`config.mk`:
```
export PLATFORM = sky130hd
export DESIGN_NAME = da_param_ctrl
export DESIGN_NICKNAME = d
export VERILOG_FILES = /design/src/rtl/da_param_ctrl.sv
export SDC_FILE = /design/constraint.sdc
export NUM_CORES = 1
export LEC_CHECK = 0
export ABC_AREA = 1
export CAP_MARGIN = 10
export CORE_AREA = 8 8 139 102
export CTS_CLUSTER_DIAMETER = 120
export CTS_CLUSTER_SIZE = 12
export DETAILED_ROUTE_END_ITERATION = 16
export DIE_AREA = 0 0 147 110
export DONT_BUFFER_PORTS = 1
export GPL_ROUTABILITY_DRIVEN = 1
export PLACE_DENSITY = 0.74
export SYNTH_ARGS = -nofsm -noshare
export SYNTH_HDL_FRONTEND = slang
export SYNTH_SLANG_ARGS = --single-unit
```
`constraint.sdc`:
```
create_clock -name clk -period 4.3 [get_ports clk]
set_input_delay 0.86 -clock clk [delete_from_list [all_inputs] [get_ports clk]]
set_output_delay 0.86 -clock clk [all_outputs]
set_load 0.02 [all_outputs]
```
`src/rtl/da_param_ctrl.sv`:
```
// Parameter update sequencer for the DA waveform path: range-checks frequency/amplitude
// commands and applies them only at waveform wrap boundaries, ramping amplitude one step per wrap.
module da_param_ctrl #(
    parameter logic [15:0] FREQ_MIN  = 16'd1,
    parameter logic [15:0] FREQ_MAX  = 16'd1000,
    parameter logic [15:0] AMP_MAX   = 16'd16,
    parameter logic [15:0] RAMP_STEP = 16'd1,
    parameter logic [15:0] DEF_FREQ  = 16'd100,
    parameter logic [15:0] DEF_AMP   = 16'd1,
    parameter logic [23:0] TIMEOUT   = 24'd5_000_000
) (
    input  logic        clk,
    input  logic        rst,
    input  logic        cmd_valid,
    input  logic [15:0] cmd_freq,
    input  logic [15:0] cmd_amp,
    output logic        cmd_ready,
    input  logic        wrap,
    output logic [15:0] freq_out,
    output logic [15:0] amp_out,
    output logic        busy,
    output logic        upd_done,
    output logic        cmd_err,
    output logic        cmd_drop,
    output logic        tmo
);

    typedef enum logic [1:0] {
        IDLE      = 2'd0,
        WAIT_WRAP = 2'd1,
        RAMP      = 2'd2
    } state_t;

    state_t      state_reg, state_next;
    logic [15:0] pend_freq_reg, pend_freq_next;
    logic [15:0] pend_amp_reg, pend_amp_next;
    logic [23:0] tmr_reg, tmr_next;
    logic [15:0] freq_reg, freq_next;
    logic [15:0] amp_reg, amp_next;
    logic        ready_reg, ready_next;
    logic        busy_reg, busy_next;
    logic        done_reg, done_next;
    logic        err_reg, err_next;
    logic        drop_reg, drop_next;
    logic        tmo_reg, tmo_next;

    logic        cmd_in_range;
    logic        accept;
    logic        reject;
    logic        tmr_hit;
    logic        amp_match;
    logic [15:0] ramp_amp;
    logic [16:0] amp_up;
    logic [16:0] amp_floor;

    assign cmd_in_range = (cmd_freq >= FREQ_MIN) && (cmd_freq <= FREQ_MAX) && (cmd_amp <= AMP_MAX);
    assign accept       = (state_reg == IDLE) && cmd_valid && cmd_in_range;
    assign reject       = (state_reg == IDLE) && cmd_valid && !cmd_in_range;
    assign tmr_hit      = (tmr_reg == TIMEOUT - 24'd1);
    assign amp_match    = (pend_amp_reg == amp_reg);

    // Ramp arithmetic is 17 bits wide so the step can never wrap past the target or below zero.
    assign amp_up    = {1'b0, amp_reg} + {1'b0, RAMP_STEP};
    assign amp_floor = {1'b0, pend_amp_reg} + {1'b0, RAMP_STEP};

    always_comb begin
        ramp_amp = pend_amp_reg;
        if (pend_amp_reg > amp_reg) begin
            if (amp_up < {1'b0, pend_amp_reg})
                ramp_amp = amp_up[15:0];
        end else begin
            if ({1'b0, amp_reg} > amp_floor)
                ramp_amp = amp_reg - RAMP_STEP;
        end
    end

    always_ff @(posedge clk) begin
        if (rst) begin
            state_reg     <= IDLE;
            pend_freq_reg <= 16'd0;
            pend_amp_reg  <= 16'd0;
            tmr_reg       <= 24'd0;
            freq_reg      <= DEF_FREQ;
            amp_reg       <= DEF_AMP;
            ready_reg     <= 1'b1;
            busy_reg      <= 1'b0;
            done_reg      <= 1'b0;
            err_reg       <= 1'b0;
            drop_reg      <= 1'b0;
            tmo_reg       <= 1'b0;
        end else begin
            state_reg     <= state_next;
            pend_freq_reg <= pend_freq_next;
            pend_amp_reg  <= pend_amp_next;
            tmr_reg       <= tmr_next;
            freq_reg      <= freq_next;
            amp_reg       <= amp_next;
            ready_reg     <= ready_next;
            busy_reg      <= busy_next;
            done_reg      <= done_next;
            err_reg       <= err_next;
            drop_reg      <= drop_next;
            tmo_reg       <= tmo_next;
        end
    end

    // Next-state logic; a wrap takes priority over a timeout landing on the same cycle.
    always_comb begin
        state_next = state_reg;
        case (state_reg)
            IDLE: begin
                if (accept)
                    state_next = WAIT_WRAP;
            end
            WAIT_WRAP: begin
                if (wrap) begin
                    if (amp_match || (RAMP_STEP == 16'd0))
                        state_next = IDLE;
                    else
                        state_next = RAMP;
                end else if (tmr_hit) begin
                    state_next = IDLE;
                end
            end
            RAMP: begin
                if (wrap) begin
                    if (ramp_amp == pend_amp_reg)
                        state_next = IDLE;
                end else if (tmr_hit) begin
                    state_next = IDLE;
                end
            end
            default: state_next = IDLE;
        endcase
    end

    always_comb begin
        pend_freq_next = pend_freq_reg;
        pend_amp_next  = pend_amp_reg;
        tmr_next       = tmr_reg;
        freq_next      = freq_reg;
        amp_next       = amp_reg;
        done_next      = 1'b0;
        tmo_next       = 1'b0;
        case (state_reg)
            IDLE: begin
                tmr_next = 24'd0;
                if (accept) begin
                    pend_freq_next = cmd_freq;
                    pend_amp_next  = cmd_amp;
                end
            end
            WAIT_WRAP: begin
                if (wrap) begin
                    tmr_next  = 24'd0;
                    freq_next = pend_freq_reg;
                    if (amp_match || (RAMP_STEP == 16'd0)) begin
                        amp_next  = pend_amp_reg;
                        done_next = 1'b1;
                    end
                end else if (tmr_hit) begin
                    tmr_next  = 24'd0;
                    freq_next = pend_freq_reg;
                    amp_next  = pend_amp_reg;
                    done_next = 1'b1;
                    tmo_next  = 1'b1;
                end else begin
                    tmr_next = tmr_reg + 24'd1;
                end
            end
            RAMP: begin
                if (wrap) begin
                    tmr_next = 24'd0;
                    amp_next = ramp_amp;
                    if (ramp_amp == pend_amp_reg)
                        done_next = 1'b1;
                end else if (tmr_hit) begin
                    tmr_next  = 24'd0;
                    freq_next = pend_freq_reg;
                    amp_next  = pend_amp_reg;
                    done_next = 1'b1;
                    tmo_next  = 1'b1;
                end else begin
                    tmr_next = tmr_reg + 24'd1;
                end
            end
            default: tmr_next = 24'd0;
        endcase
    end

    // Handshake and error flags are registered from the next state so they line up with it.
    always_comb begin
        ready_next = (state_next == IDLE);
        busy_next  = (state_next != IDLE);
        err_next   = reject;
        drop_next  = cmd_valid && (state_reg != IDLE);
    end

    assign cmd_ready = ready_reg;
    assign busy      = busy_reg;
    assign freq_out  = freq_reg;
    assign amp_out   = amp_reg;
    assign upd_done  = done_reg;
    assign cmd_err   = err_reg;
    assign cmd_drop  = drop_reg;
    assign tmo       = tmo_reg;

endmodule

```
Yosys cells after proc, flatten, opt, wreduce, memory -nomap -nowiden
Index checks and enable logic that the tools add are counted.
{"block": "totals", "regBits": 96, "input_bits": 36, "output_inout_bits": 38}
{"block": "op_classes", "add_sub_neg": 4, "n_lt_le_gt_ge": 6, "eq_ne": 7, "muxes": 25, "bitwise_logic": 1, "reduce_logical": 18}
{"operator": "16-bit 2-to-1 mux", "n": 10}
{"operator": "16-bit one-hot mux with 2 select lines", "n": 2}
{"operator": "16-bit by 1-bit adder with 17-bit output, second input constant", "n": 2}
{"operator": "16-bit == test", "n": 2}
{"operator": "24-bit by 1-bit adder with 24-bit output, second input constant", "n": 1}
{"operator": "24-bit by 23-bit == test with 1-bit output, second input constant", "n": 1}
{"operator": "16-bit by 17-bit > comparator with 1-bit output", "n": 1}
{"operator": "17-bit by 16-bit < comparator with 1-bit output", "n": 1}
{"operator": "16-bit by 1-bit greater-or-equal comparator with 1-bit output, second input constant", "n": 1}
{"operator": "16-bit > comparator", "n": 1}
{"operator": "16-bit by 10-bit less-or-equal comparator with 1-bit output, second input constant", "n": 1}
{"operator": "16-bit by 5-bit less-or-equal comparator with 1-bit output, second input constant", "n": 1}
{"operator": "16-bit by 1-bit subtractor with 16-bit output, second input constant", "n": 1}
{"operator": "2-bit 2-to-1 mux", "n": 6}
{"operator": "1-bit logical AND", "n": 6}
{"operator": "2-bit one-hot mux with 3 select lines", "n": 1}
{"operator": "2-bit AND reduction", "n": 3}
{"operator": "2-bit nonzero test", "n": 3}
{"operator": "1-bit 2-to-1 mux", "n": 5}
{"operator": "2-bit logical NOT", "n": 2}
{"operator": "4-bit OR reduction", "n": 1}
{"operator": "3-bit inequality test, second input constant", "n": 1}
{"operator": "3-bit OR reduction", "n": 1}
{"operator": "2-bit by 1-bit == test with 1-bit output, second input constant", "n": 1}
{"operator": "other kinds (6)", "n": 6}

Depth between registers and ports, before layout
Gate-level depths: netlist (run 1).
{"block": "depth", "word_depth": 9, "mapped_depth": 35, "ltp_nobuf": 35}

Worst setup path before layout (run 1)
No wires, ideal clock.
{"block": "synth_timing", "path_kind": "register to register", "startpoint": "register pend_amp_reg[0]", "endpoint": "register busy_reg (netlist: busy)", "setup_time_ns": 0.114, "t_arrival_ns": 3.745, "required_time_ns": 4.186, "setup_slack_ns": 0.441, "path_stages_with_launch": 34, "path_buffers": 1, "cell_sequence": "dfxtp_1 -> inv_1 -> nor3_1 -> inv_1 -> nor3_1 -> inv_1 -> nor4_1 -> inv_1 -> nor2_1 -> inv_1 -> nor2_1 -> nand2_1 -> xor2_1 -> ha_1 -> inv_1 -> nor2_1 -> nand4_1 -> nor2_2 -> nand2_2 -> nand2_4 -> nand2_4 -> buf_6 -> nand2_1 -> nand3_2 -> nand3_1 -> nand2_1 -> nor2_1 -> nand2_1 -> nor2_1 -> nand2_1 -> nand3b_1 -> nand2_1 -> nand2_1 -> nand2_1"}
{"block": "synth_via", "elab_chain_cells": 9, "elab_cells_between_ends": 15, "classes_between": "1 x add/sub; 3 x order compare; 2 x eq/ne; 8 x mux; 1 x reduce/logical"}
{"element": "from (decl)", "line": "36", "source": "logic [15:0] pend_amp_reg, pend_amp_next;"}
{"element": "from (signal assigned)", "line": "94", "source": "pend_amp_reg <= pend_amp_next;"}
{"element": "16-bit by 1-bit adder with 17-bit output", "line": "64", "source": "assign amp_floor = {1'b0, pend_amp_reg} + {1'b0, RAMP_STEP};"}
{"element": "16-bit by 17-bit > comparator with 1-bit output", "line": "72", "source": "if ({1'b0, amp_reg} > amp_floor)"}
{"element": "16-bit 2-to-1 mux", "line": "72"}
{"element": "16-bit 2-to-1 mux", "line": "68", "source": "if (pend_amp_reg > amp_reg) begin"}
{"element": "16-bit == test", "line": "127", "source": "if (ramp_amp == pend_amp_reg)"}
{"element": "2-bit 2-to-1 mux", "line": "127"}
{"element": "2-bit 2-to-1 mux", "line": "126", "source": "if (wrap) begin"}
{"element": "2-bit one-hot mux with 3 select lines *", "line": "110", "source": "case (state_reg)"}
{"element": "2-bit nonzero test *", "line": "194", "source": "busy_next = (state_next != IDLE);"}
{"element": "to (signal assigned)", "line": "99", "source": "busy_reg <= busy_next;"}
{"element": "to (decl)", "line": "41", "source": "logic busy_reg, busy_next;"}
Every way passes the cells marked *; elsewhere a longest branch is shown, timed or not.
A chain may end at the register's enable or synchronous reset.

Worst setup path in the final report (run 1)
{"block": "layout_timing", "startpoint": "register pend_amp_reg[1]", "endpoint": "register busy_reg (netlist: busy)"}
Same word-level chain as after synthesis.

==> flow_summary.ini, run 1 <==
[outcome]
outcome = finished clean

[detailed_routing]
first_iter_violations = 781
finalWirelength_microns = 21440
vias_per_cell = 5.797
firstDrtPassIters = 6
drc = 0
ant_nets = 0
vias = 7171
wl_per_cell_microns = 17.33

[pwr]
power_density_nw_per_um2 = 228.7
ir_worst_vdd_mv = 0.2448
p_leak_nw = 3.517

[placement]
port_buffers = 0
gp_congestion = 0.9837
place_ws_ns = 0.09906
hpwlAfterDp_microns = 16260

[floorplan]
die_y_microns = 110
rows = 34
start_util_pct = 58.09
io_pins = 74
die_area_sq_um = 16170
core_sq_um = 12080
die_width_microns = 147

[synth]
ys.warnings.count = 0
avgSynthCellArea_sq_um = 6.658
synth_fp_nets = 1146
synth.area.top_cells = dfxtp_1 (27%), nand2_1 (12%), ha_1 (10%), nand3_1 (8.9%), inv_1 (6.5%)
synth-edff-count = 0
yosysSeqAreaShare_pct = 27.38
ys_ff_latch = 96
synth_ff_type = dfxtp_1
synth.cell_area_sq_um = 7018
ys_async_sr_fraction_pct = 0
synth.largest_area_cell = dfxtp_1
synthDistinctLibCells = 44
syn_inst = 1054
synth_top_cell_area_share_pct = 27.38

[clock_tree]
cts_tree = yes
htreeDepth = 3
path_clk_slew_ns = 0.08
hold_buffers = 0
cts_made_buffers = 9
worstSkewPairLatency_ns = 0.36
clock_path_buffers = 2
cts_sinks = 96
cts-root-buf = clkbuf_16

[setup_path]
critical_path_required_ns = 4.56
end_kind = flip-flop
worst_setup_path_start_kind = flip-flop
path_common_cell = nand2_1
cp.arrival_ns = 4.24
crit_fanout = 11
slowest_delay_ns = 0.34
cpMaxStageDelayCell = dfxtp_1
crit_type = reg -> reg

[cells_and_area]
final_common_cell = nand2_1
largest_register_ffs = 24
area_delta_synth_final_pct = 9.734
n_antenna_cell = 0
nets = 1162
drive_above_1_share_pct = 10.42
final_cell_mix = nand2_1 (220), nand3_1 (125), inv_1 (121)

[worst_hold_path]
hp-class = reg -> reg

[sta]
holdWs_ns = 0.4524
relSlewSlack_pct = 42.16
setup_slack_ns = 0.3147
fmax_mhz = 250.9
tightest_slew_ns = 0.8666
finalCritPeriodShare_pct = 92.68
hold_viol = 0
slew_violations = 0
finalSetupViolCount = 0
clock_skew_ns = 0.01380
tns_ns = 0
min_period_ns = 3.985

[grt]
grt_start_max_net_pins = 50
antenna_found_initial = 0
grt_use_total_pct = 26.34
grt_pass1_wl_microns = 33800
grt-ovfl-total = 0
grt_pass1_vias = 6537

[run]
maxCapViolCount = 0
## power breakdown
group          leakage, nW  switching, mW  internal, mW
clock                0.150          0.424         0.420
combinational         2.59         0.0205       0.00798
sequential           0.774       0.000890         0.888
total                 3.52          0.445          1.32
## repair_timing
item / in CTS / in global routing
setup buffers: 0 / 2
hold endpoints to repair: 0 / 0
setup endpoints to repair: 0 / 5
gates resized for setup: 0 / 15
## path summary, 6_finish.rpt
check	slack, ns	to	startpoint	cells past startpoint
max	0.31	busy	pend_amp_reg[1]	33
min reg2reg	0.45	tmr_reg[0]	tmr_reg[0]	1
min	0.45	tmr_reg[0]	tmr_reg[0]	1
max reg2reg	0.31	busy	pend_amp_reg[1]	33
## critical path, delay by kind of cell (launching register included)
family                   cells  cell delay, ns
XOR/XNOR                     1            0.15
adder cells (fa/ha/maj)      1            0.31
buffers and inverters        7            0.60
flip-flops                   1            0.34
AND/OR/NAND/NOR             24            2.50
## metal layers
metal / track usage [%] / vias to the layer above / share of wire, %
met2: 39.05 / 441 / 39
met4: 6.817 / 0 / 2.0
met5: 0 / - / 0
met3: 8.809 / 42 / 15
li1: - / 3527 / -
met1: 36.18 / 3161 / 44
## cell families after synthesis
group,Yosys count,synth area share (%)
AND/OR/NAND/NOR,526,34.21
buffers and inverters,174,10.47
AO/OA/AOI/OAI,164,13.21
flip-flops,96,27.38
adder cells (fa/ha/maj),56,9.984
XOR/XNOR,38,4.742
## per-stage QoR
stage	area (sq um)	util (%)	cells	power, mW
after CTS	7621	63.08	1234	1.774
after global routing	7701	63.74	1237	1.810
after global placement	7315	60.54	1218	0.9373
final	7701	63.74	1237	1.761
after floorplan	7018	-	1054	0.9314
after detailed placement	7315	60.54	1218	0.9380
## cell type report
| class | count | area, sq um |
|---|---|---|
| Fill cell | 1137 | 4380 |
| Sequential cell | 96 | 1924 |
| Clock inverter | 7 | 81.33 |
| Tap cell | 162 | 202.7 |
| Multi-Input combinational cell | 785 | 4408 |
| Inverter | 132 | 498.0 |
| Clock buffer | 9 | 225.2 |
| Timing Repair Buffer | 46 | 361.6 |
## cells in the mapped netlist, types with 8 or more instances
library cell	instances
nand2_1	221
nor4_1	9
nor2_1	95
a21oi_1	66
a221oi_1	19
xor2_1	36
clkbuf_1	18
inv_1	122
ha_1	56
o21ai_0	60
nand3b_1	9
nor3_1	25
buf_4	8
nand3_1	125
nand2_2	8
buf_2	8
dfxtp_1	96
(Power assumes the default switching activity.)
==> run 2: changes to the inputs <==
Settings changed: ABC_CLOCK_PERIOD_IN_PS from default to 5000, CAP_MARGIN 10 to default.
Clock period 4.3 ns to 5 ns, I/O delays scaled along.
==> flow_summary.ini, run 2 (synthesis gave the netlist of run 1 again) <==
[sta]
rsz0062_at_grt = false
fmax_mhz = 221.5
finalSetupViolCount = 0
tns_ns = 0
finalCritPeriodShare_pct = 90.28
tightest_slew_ns = 0.7635
relSlewSlack_pct = 49.05
slew_violations = 0
hold_viol = 0
min_period_ns = 4.514
clock_skew_ns = 0.01025

[placement]
placed_cells = 1196
gp_congestion = 0.9679
hpwlAfterDp_microns = 15890
port_buffers = 0

[setup_path]
crit_fanout = 21
end_kind = flip-flop
cpMaxStageDelayCell = dfxtp_1
r2r.worst_path.cells = 26
critical_path_required_ns = 5.25
slowest_delay_ns = 0.73
worst_setup_path_start_kind = flip-flop
cp.arrival_ns = 4.76
crit_type = reg -> reg
path_common_cell = nand2_1
reg2reg_setup_slack_ns = 0.49

[clock_tree]
cts_setup_buffers = 0
cts_tree = yes
cts_sinks = 96
path_clk_slew_ns = 0.08
cts_made_buffers = 9
cts-root-buf = clkbuf_16
htreeDepth = 3
worstSkewPairLatency_ns = 0.35
clock_path_buffers = 2

[cells_and_area]
stdcell_count = 1212
area_delta_synth_final_pct = 7.007
n_fill_cell = 1140
largest_register_ffs = 24
multi_input_area_sq_um = 4395
final_common_cell = nand2_1
drive_above_1_share_pct = 7.619
n_antenna_cell = 0
seq_area_sq_um = 1923
final_cell_mix = nand2_1 (221), nand3_1 (125), inv_1 (122)
nets = 1137

[detailed_routing]
vias = 6995
ant_nets = 0
firstDrtPassIters = 8
drc = 0
vias_per_cell = 5.771
wl_per_cell_microns = 17.25
finalWirelength_microns = 20910
first_iter_violations = 870

[floorplan]
die_area_sq_um = 16170
start_util_pct = 58.09
core_sq_um = 12080
rows = 34
die_y_microns = 110
io_pins = 74
die_width_microns = 147

[run]
maxCapViolCount = 0

[pwr]
ir_worst_vdd_mv = 0.3113
p_leak_nw = 3.418
power_density_nw_per_um2 = 205.4

[grt]
grt_use_total_pct = 25.96
grt_pass1_vias = 6282
grt_start_max_net_pins = 49
antenna_found_initial = 0
grt-ovfl-total = 0
grt_pass1_wl_microns = 33400

[outcome]
outcome = finished clean

[worst_hold_path]
hp-class = reg -> reg
whs_path_depth = 1
[run 2: cell types whose count changed in the layout (fill, tap and decap cells not counted), moves of 2 or more]
cell,before,now
nor2_2,8,5
nand2_4,3,1
buf_4,44,22
nor2_1,92,95
[run 2: timing repair]
| action | in CTS | in global routing |
|---|---|---|
| hold endpoints to repair | 0 | 0 |
| resized for setup | 0 | 6 |
| endpoints found under the setup margin | 0 | 5 |
| hold buffers | 0 | 0 |
[run 2: power by group]
part	internal (mW)	switching (mW)	total (mW)
logic	0.00623	0.0175	0.0238
clock network	0.405	0.349	0.754
registers	0.764	0.000758	0.765
[run 2: routing by layer]
metal	track usage (%)	routed length, microns	share of wire [%]	vias up
met4	6.962	330	1.6	0
met2	35.77	8036	38	378
li1	-	-	-	3478
met1	36.84	9611	46	3104
met3	9.992	2930	14	35
met5	0	0	0	-
[run 2: final timing paths]
path	from	endpoint
min reg2reg	tmr_reg[0]	tmr_reg[0]
min	tmr_reg[0]	tmr_reg[0]
max	amp_out[5]	busy
max reg2reg	amp_out[5]	busy
[run 2: critical path, delay by kind of cell, from the launching register on]
family,cells,cell delay (ns)
simple gates,21,2.66
buf+inv,3,0.57
xor+xnor,1,0.16
flops,1,0.73
fa+ha+maj,1,0.29
[run 2: cell type report]
type / count / share of cell area, %
flip-flops and latches: 96 / 25.61
well taps: 162 / 2.699
clock buffers: 9 / 2.999
inverters: 132 / 6.631
multi-input cells: 784 / 58.53
clock inverters: 7 / 1.333
repair buffers: 22 / 2.199
[run 2: through the flow]
stage	power (mW)	utilization, %	hold WS (ns)	setup WS (ns)	instance area, sq um
3_5_place_dp	0.8060	59.18	0.4363	0.3477	7149
6_report	1.542	62.16	0.4518	0.4860	7510
4_1_cts	1.549	61.87	0.4540	0.3388	7475
5_1_grt	1.585	62.16	0.4716	0.02996	7510
2_1_floorplan	0.8010	-	0.4175	1.141	7018
3_3_place_gp	0.8058	59.18	0.4302	0.4532	7149
==> patch (config.mk and constraints of run 1) <==
Register the output `cmd_err` once more, with the module's reset; this adds one clock of latency there. The other outputs are not delayed to match.
--- a/src/rtl/da_param_ctrl.sv
+++ b/src/rtl/da_param_ctrl.sv
@@ -201,7 +201,13 @@
     assign freq_out  = freq_reg;
     assign amp_out   = amp_reg;
     assign upd_done  = done_reg;
-    assign cmd_err   = err_reg;
+    always_ff @(posedge clk) begin
+        if (rst) begin
+            cmd_err <= '0;
+        end else begin
+            cmd_err <= err_reg;
+        end
+    end
     assign cmd_drop  = drop_reg;
     assign tmo       = tmo_reg;
 
Check against the original RTL: not equivalent (Yosys sat finds a counterexample within 4 cycles, from zero or initial values and one cycle with rst high).
==> patch against run 1 <==
- routed wire length up 4.2%
- sequential share of layout area down 0.94 points
- worst setup slack worse by 0.23 ns
- synthesized area up 3.0%
- power up 1.6%
- sequential cell count up 1
- highest routed layer unchanged
- critical path type unchanged
- cell area up 5.0%
- hold slack worse by 0.030 ns
- sequential power up 1%
- combinational power up 3%
==> patch: results (changes against run 1) <==
Global routing
  – Total GRT Usage: 0.269 (+0.00545)
  – First-pass GRT wire length: 34.7 mm (+2.6%)
  – Pin count of the biggest net entering global routing: 49 (-2.0%)
  – Vias in the first global route: 6,562 (+0.38%)
  – Initial antenna violation count: 0 (unchanged)

Power and ir drop
  – Leakage: 0.00373 µW (+6.1%)
  – Peak supply drop: 0.262 mV (+7.0%)

Critical path
  – CP Max Fanout: 7 (-4)
  – Crit-path max cell delay: 0.34 ns (about the same)
  – CP Data Arrival Time: 4.48 ns (+0.24 ns)
  – Crit path top cell by count: nand2_2
  – Slowest cell on crit path: dfxtp_2
  – Reg2reg path depth: 28 (-15%)

Yosys
  – Distinct cells, synth: 49 (+11%)
  – Sequential share of the synthesized area: 0.269 (-0.00529)
  – Top cells by area, synth: dfxtp_1 27%, nand2_1 13%, ha_1 9.7%
  – Synth Net Count: 1,179 (+2.9%)
  – Synth cell count leaders: 255 x nand2_1, 131 x inv_1, 108 x nand3_1
  – Synth warn: 0 (unchanged)
  – Ys async rst share: 0 (unchanged)

STA
  – Clk_skew: 0.0130 ns (-0.000782 ns)
  – TNS Setup: 0 ns (unchanged)
  – Least-Margin Pin Slew: 0.794 ns (-0.0728 ns)

Drt
  – Pre-antenna DRT Iters: 7 (+1)
  – Detailed-route wire length: 22.3 mm (+4.2%)
  – Vias per inst: 5.76 (-0.57%)
  – Drt first-iter violations: 882 (+13%)

Final layout
  – Fillcell total: 1,113 (-2.1%)
  – Layout cells sized above 1: 0.134 (+0.0301)
  – Design area: 8080 µm² (+5.0%)
  – Max FFs per register: 24 (unchanged)
  – N_diodes: 0 (unchanged)

Placement
  – Dpl hpwl: 16.4 mm (+1.0%)
  – Placed cell area: 7490 µm² (+2.4%)
  – IO buf count: 0 (unchanged)
  – Gpl congestion: 0.980 (-0.41%)
  – Post-Place Worst Slack: -0.000836 ns (-0.0999 ns)

Min path
  – Hold Path Class: reg -> reg
  – WHS Path Cells: 2 (+1)

Clock network
  – Clk Latency, worst-skew pair: 0.36 ns (about the same)
  – CTS Buffer Depth: 2 (unchanged)
  – H-tree levels: 3 (unchanged)
  – Root Driver: clkbuf_16
  – CTS Buf Count: 9 (unchanged)
  – Worst-path clk slew: 0.08 ns (about the same)

Floorplan
  – Die ar.: 16,200 µm² (unchanged)

Run status
  – Status: complete, no violations
patch: path summary, 6_finish.rpt:
check | startpoint | end | slack, ns
setup reg to reg | pend_amp_reg[1]$_SDFFE_PP0P_ | busy$_SDFF_PP0_ | 0.08
setup / recovery | pend_amp_reg[1]$_SDFFE_PP0P_ | busy$_SDFF_PP0_ | 0.08
hold reg to reg | err_reg$_SDFF_PP0_ | cmd_err$_SDFF_PP0_ | 0.42
hold / removal | err_reg$_SDFF_PP0_ | cmd_err$_SDFF_PP0_ | 0.42
patch: metrics by stage:
step	cells	total power, µW	hold slack [ns]
after CTS	1267	1800	0.424
after floorplan	1087	942	0.388
after global placement	1251	948	0.410
after global routing	1279	1830	0.446
final	1279	1790	0.422
after detailed placement	1251	948	0.400
patch: critical path: cells and delay by family, from the launching register on:
kind	cells	cell delay, ns
flip-flops	1	0.34
buffers and inverters	5	0.64
AND/OR/NAND/NOR	19	2.13
adder cells (fa/ha/maj)	2	0.50
AO/OA/AOI/OAI	1	0.19
XOR/XNOR	1	0.32
patch: final cells by class:
cell class / instances / share of cell area
well taps: 162 / 0.0251
flip-flops and latches: 97 / 0.241
repair buffers: 52 / 0.0571
inverters: 142 / 0.0659
multi-input cells: 810 / 0.572
clock buffers: 9 / 0.0279
clock inverters: 7 / 0.0113
patch: power breakdown:
part	switching [µW]	internal [µW]	total [µW]
clock network	439	423	862
registers	0.813	898	899
logic	21.3	8.11	29.4
total	461	1330	1790
patch: routing by layer:
layer,global-route usage,wire [µm]
met5,0,0
met4,0.0870,585
met3,0.0995,3230
met2,0.378,8740
met1,0.373,9780
patch: cells by family after synthesis:
kind of cell	after synthesis	share of synthesized area
AOI/OAI and AO/OA	167	0.131
xor gates and xnor gates	37	0.0459
DFF	97	0.269
and+or+nand+nor	549	0.349
adders and majority gates	56	0.0969
buffers and inverters	181	0.108
patch: what timing repair did:
action / in CTS / in global routing
gates cloned: 0 / 3
buffers inserted: 0 / 9
endpoints found under the setup margin: 3 / 21
gates resized for setup: 1 / 37
hold endpoints to repair: 0 / 0
pin swaps: 0 / 11
